===== src/rtl/fetch_ctrl.sv =====
// fetch_ctrl
//   Instruction-fetch sequencer for the core front end. Holds the fetch PC and
//   issues one word fetch at a time on a valid/ready request bus. Each returned
//   {pc,inst} pair is buffered in a small FIFO for decode. A redirect from
//   branch/trap flushes the FIFO and restarts fetch at the new target.
//
// Parameters
//   RESET_PC   first fetch address after reset
//   BUF_DEPTH  output FIFO entries (power of 2, 2..8)
//
// Ports
//   clk            core clock
//   rst_n          asynchronous active-low reset
//   redirect_valid flush and restart fetch at redirect_pc
//   redirect_pc    new fetch PC, bits [1:0] treated as zero
//   req_valid      fetch request valid
//   req_addr       fetch address (word aligned)
//   req_ready      I-mem accepts the request
//   rsp_valid      I-mem read data valid, one pulse per accepted request
//   rsp_data       instruction word
//   out_valid      FIFO head valid to decode
//   out_pc         PC of the FIFO head
//   out_inst       instruction of the FIFO head
//   out_ready      decode consumes the head
module fetch_ctrl #(
  parameter logic [63:0] RESET_PC  = 64'h8000_0000,
  parameter int          BUF_DEPTH = 2
) (
  input  logic        clk,
  input  logic        rst_n,
  input  logic        redirect_valid,
  input  logic [63:0] redirect_pc,
  output logic        req_valid,
  output logic [63:0] req_addr,
  input  logic        req_ready,
  input  logic        rsp_valid,
  input  logic [31:0] rsp_data,
  output logic        out_valid,
  output logic [63:0] out_pc,
  output logic [31:0] out_inst,
  input  logic        out_ready
);

  localparam int PTR_W = (BUF_DEPTH > 1) ? $clog2(BUF_DEPTH) : 1;
  localparam int CNT_W = PTR_W + 1;
  localparam logic [CNT_W-1:0] FULL_CNT = CNT_W'(BUF_DEPTH);

  typedef enum logic [1:0] {
    S_REQ  = 2'd0,
    S_WAIT = 2'd1,
    S_DROP = 2'd2
  } state_t;

  state_t            state_reg;
  logic [63:0]       pc_reg;
  logic [63:0]       inflight_pc_reg;
  logic [PTR_W-1:0]  rd_ptr_reg;
  logic [PTR_W-1:0]  wr_ptr_reg;
  logic [CNT_W-1:0]  count_reg;

  // FIFO storage; no reset needed since out_valid qualifies the head.
  logic [63:0]       buf_pc_reg   [BUF_DEPTH];
  logic [31:0]       buf_inst_reg [BUF_DEPTH];

  logic        full;
  logic        handshake;
  logic        push;
  logic        pop;
  logic [63:0] redirect_aligned;

  assign redirect_aligned = redirect_pc & ~64'h3;

  assign full      = (count_reg == FULL_CNT);
  // Gating the request by full guarantees a free slot for the response.
  assign req_valid = (state_reg == S_REQ) && !full;
  assign req_addr  = pc_reg;
  assign handshake = req_valid && req_ready;

  // A redirect flushes the FIFO, so it overrides both push and pop.
  assign push = (state_reg == S_WAIT) && rsp_valid && !redirect_valid;
  assign pop  = out_valid && out_ready && !redirect_valid;

  assign out_valid = (count_reg != '0);
  assign out_pc    = buf_pc_reg[rd_ptr_reg];
  assign out_inst  = buf_inst_reg[rd_ptr_reg];

  // Fetch sequencer
  always_ff @(posedge clk or negedge rst_n) begin
    if (!rst_n) begin
      state_reg       <= S_REQ;
      pc_reg          <= RESET_PC;
      inflight_pc_reg <= RESET_PC;
    end else if (redirect_valid) begin
      pc_reg <= redirect_aligned;
      case (state_reg)
        // An accepted request still gets a response; it must be discarded.
        S_REQ:   state_reg <= handshake ? S_DROP : S_REQ;
        S_WAIT:  state_reg <= rsp_valid ? S_REQ : S_DROP;
        default: state_reg <= rsp_valid ? S_REQ : S_DROP;
      endcase
    end else begin
      case (state_reg)
        S_REQ: begin
          if (handshake) begin
            inflight_pc_reg <= pc_reg;
            pc_reg          <= pc_reg + 64'd4;
            state_reg       <= S_WAIT;
          end
        end
        S_WAIT: begin
          if (rsp_valid) state_reg <= S_REQ;
        end
        default: begin
          if (rsp_valid) state_reg <= S_REQ;
        end
      endcase
    end
  end

  // FIFO pointers and occupancy
  always_ff @(posedge clk or negedge rst_n) begin
    if (!rst_n) begin
      rd_ptr_reg <= '0;
      wr_ptr_reg <= '0;
      count_reg  <= '0;
    end else if (redirect_valid) begin
      rd_ptr_reg <= '0;
      wr_ptr_reg <= '0;
      count_reg  <= '0;
    end else begin
      if (push) wr_ptr_reg <= wr_ptr_reg + PTR_W'(1);
      if (pop)  rd_ptr_reg <= rd_ptr_reg + PTR_W'(1);
      case ({push, pop})
        2'b10:   count_reg <= count_reg + CNT_W'(1);
        2'b01:   count_reg <= count_reg - CNT_W'(1);
        default: count_reg <= count_reg;
      endcase
    end
  end

  // FIFO storage write
  always_ff @(posedge clk) begin
    if (push) begin
      buf_pc_reg[wr_ptr_reg]   <= inflight_pc_reg;
      buf_inst_reg[wr_ptr_reg] <= rsp_data;
    end
  end

`ifndef SYNTHESIS
  // A response with no request outstanding indicates a bus protocol error.
  always @(posedge clk) begin
    if (rst_n) begin
      assert (!(state_reg == S_REQ && rsp_valid));
    end
  end
`endif

endmodule


===== config.mk =====
export PLATFORM = sky130hd
export DESIGN_NAME = fetch_ctrl
export DESIGN_NICKNAME = d
export VERILOG_FILES = /design/src/rtl/fetch_ctrl.sv
export SDC_FILE = /design/constraint.sdc
export NUM_CORES = 1
export LEC_CHECK = 0
export ABC_CLOCK_PERIOD_IN_PS = 8600
export CAP_MARGIN = 20
export CORE_MARGIN = 2
export CORE_UTILIZATION = 25
export CTS_CLUSTER_SIZE = 24
export DETAILED_ROUTE_END_ITERATION = 10
export PLACE_DENSITY = 0.58
export SYNTH_ARGS = -nofsm -noshare
export SYNTH_HDL_FRONTEND = slang
export SYNTH_SLANG_ARGS = --single-unit

===== constraint.sdc =====
create_clock -name clk -period 8.6 [get_ports clk]
set_input_delay 1.72 -clock clk [delete_from_list [all_inputs] [get_ports clk]]
set_output_delay 1.72 -clock clk [all_outputs]
set_load 0.02 [all_outputs]

==> metrics.txt <==
worst-case clock skew 0.0195 ns; vias in the first global route 8707; Gate Count Post-Synth 916; Seq cells post-synth 318; # Max-Cap Violations 0; violation count after the first detailed-routing iteration 519; max incr delay on CP 0.76 ns; total global-route track usage 13.3%; Yosys top cell by area edfxtp_1; critical path depth 3; Crit. End Element output pin; CP startpoint kind register; Peak Freq 202 MHz; slew at the pin closest to its max-slew limit 1.06 ns; full die area 54200 µm²; clock buffer count from CTS 37; drt first pass iters 4; Detail Route Antenna Nets 0; max FFs per register 124; final max-slew violation count 0; Slowest-stage cell, CP dfrtp_4; post-route setup slack 3.65 ns; Setup violations, final 0; Req. time, crit path 6.88 ns; hpwl dp 24.1 mm; clock sinks 318; P_leak 6.08 nW; Max rail drop VDD 133 µV; syn avg cell area 14.3 µm²; first-pass GRT wire length 54.0 mm; CP Buf/Inv Count 2; main area contributors after synthesis edfxtp_1 43%, dfrtp_1 24%, mux2_2 13%, o21ai_0 2.0%, nand2_1 1.8%; worst-path cell chain buf_4 > mux2_2 > clkdlybuf4s50_1; post-synthesis async set-or-reset flop share 40.9%; min-delay src inflight_pc_reg[15]; Period Utilization, post-route 57.5%; Core Region 51500 µm²; Main synth FF type edfxtp_1; Row Count 83; Clock Tree Buf Depth 3; WHS Endpoint buf_pc_reg[0][15]; Die Span X 233 µm; Hold Fails Final Rpt 0; Remaining DRCs 0; Synth cell types 49; IO Port Bufs 257; Max H-tree Level 2; top cells by count, synth 188 x edfxtp_1, 151 x mux2_2, 128 x dfrtp_1; status complete, no violations; CP delay by family, top buffers and inverters; Post-synth EDFFs 188; DIE HEIGHT 233 µm; Yosys top cell area share 43.2%; register area share after synthesis 68.1%; largest net degree at the start of global routing 78; post-CTS setup buffer count 0; Vias 8582; Total Wirelength 36.1 mm; most frequent cell after synthesis edfxtp_1; post_cts resized 0; Worst EP arrival 3.23 ns; crit-path max FO 63; antenna violations before repair 3; Area growth, synth to finish 34.6%; CTS tree yes; pre-CTS WS 3.61 ns; layout cells sized above 1 19.5%; Reg2Reg Depth 5; Slew headroom 29.6%; Hold Path Depth 0; io pins 264; total negative slack 0 ns; cts hold-fix bufs 0; Worst Setup Path Type register to output pin; clock transition at the registers of the reported paths 0.06 ns; minimum clock period 4.95 ns; cell area power density 221 nW/µm²; Clock Tree Root clkbuf_16; min-delay worst type register to register; R2R Path Start state_reg[0]; Wirelength per Cell 19.1 µm; YS warnings 0; Worst R2R Setup Slack 5.39 ns; nets 1284; RR Endpoint req_addr[45]; GP Congestion 0.746; initial core utilization 25.4%; global route overflow 0; Syn Std Cell Area 13100 µm²; via density per instance 4.54; RSZ-0062 raised after global routing false; later-pin clock latency in the skew report 0.54 ns
## per-stage QoR
| step | hold WS, ns | util [%] | cells | total power [mW] | area, µm² |
|---|---|---|---|---|---|
| after CTS | 0.460 | 34.1 | 1888 | 3.95 | 17600 |
| after floorplan | 0.437 | - | 919 | 2.18 | 13100 |
| after detailed placement | 0.449 | 31.9 | 1820 | 2.43 | 16400 |
| after global routing | 0.474 | 34.2 | 1891 | 4.06 | 17600 |
| final | 0.459 | 34.2 | 1891 | 3.88 | 17600 |
| after global placement | 0.442 | 31.9 | 1820 | 2.41 | 16400 |
## how the worst max path moves through the flow
stage	startpoint	to	slack (ns)
after floorplan	redirect_valid	buf_inst_reg[0][0]	2.29
after global placement	req_ready	req_addr[47]	3.68
after detailed placement	req_ready	req_addr[45]	3.61
after CTS	rd_ptr_reg	out_pc[5]	3.54
after global routing	rd_ptr_reg	out_inst[5]	3.45
final	rd_ptr_reg	out_pc[55]	3.65
## final cells by class
type                    instances  area, µm²
clock buffers                  55       1060
clock inverters                13       98.8
well taps                     680        851
diodes                          1       2.50
flip-flops and latches        318       8900
repair buffers                269       2660
inverters                      10       37.5
multi-input cells             545       3990
fillers                      5105      33900
## layer usage
layer / GRT usage, % / wire (µm) / share of wire (%)
met5: 0 / 25 / 0.069
met4: 3.86 / 814 / 2.3
met3: 4.06 / 2380 / 6.6
met2: 21.3 / 17200 / 48
met1: 17.2 / 15700 / 43
## cells by family (layout without fill, tap and decap cells)
kind of cell	Yosys count	after routing	synth area share, %
fa+ha+maj	1	1	0.0956
compound gates	106	106	4.81
simple gates	250	250	9.96
mux	153	153	13.2
flops	318	318	68.1
other cells	1	5	0.0287
xor+xnor	31	31	2.08
buf+inv	56	347	1.83
## power by group
group | total (mW) | internal [mW] | switching, mW
sequential | 1.95 | 1.82 | 0.130
combinational | 0.441 | 0.234 | 0.207
clock | 1.49 | 0.883 | 0.611
total | 3.88 | 2.93 | 0.949
## cells in the final DEF, fill, tap and decap left out, drive strengths merged, types with 2 or more instances in the layout
cell / netlist / layout
clkdlybuf4s50: 0 / 255
edfxtp: 188 / 188
mux2: 151 / 151
dfrtp: 128 / 128
nand2: 64 / 64
clkbuf: 29 / 56
nor2: 54 / 54
o21ai: 51 / 51
nand4: 34 / 34
a31oi: 31 / 31
nand3: 24 / 24
or4: 22 / 22
xor2: 20 / 20
o31ai: 17 / 17
or3: 15 / 15
buf: 17 / 13
xnor2: 11 / 11
inv: 10 / 11
clkinv: 0 / 10
nor4: 8 / 8
nor3: 8 / 8
and2: 4 / 4
conb: 1 / 4
and3: 3 / 3
nor2b: 3 / 3
or2: 3 / 3
nand4b: 2 / 2
mux2i: 2 / 2
a21oi: 2 / 2
a211o: 2 / 2
dfstp: 2 / 2
and4: 2 / 2
(Power assumes the default switching activity.)
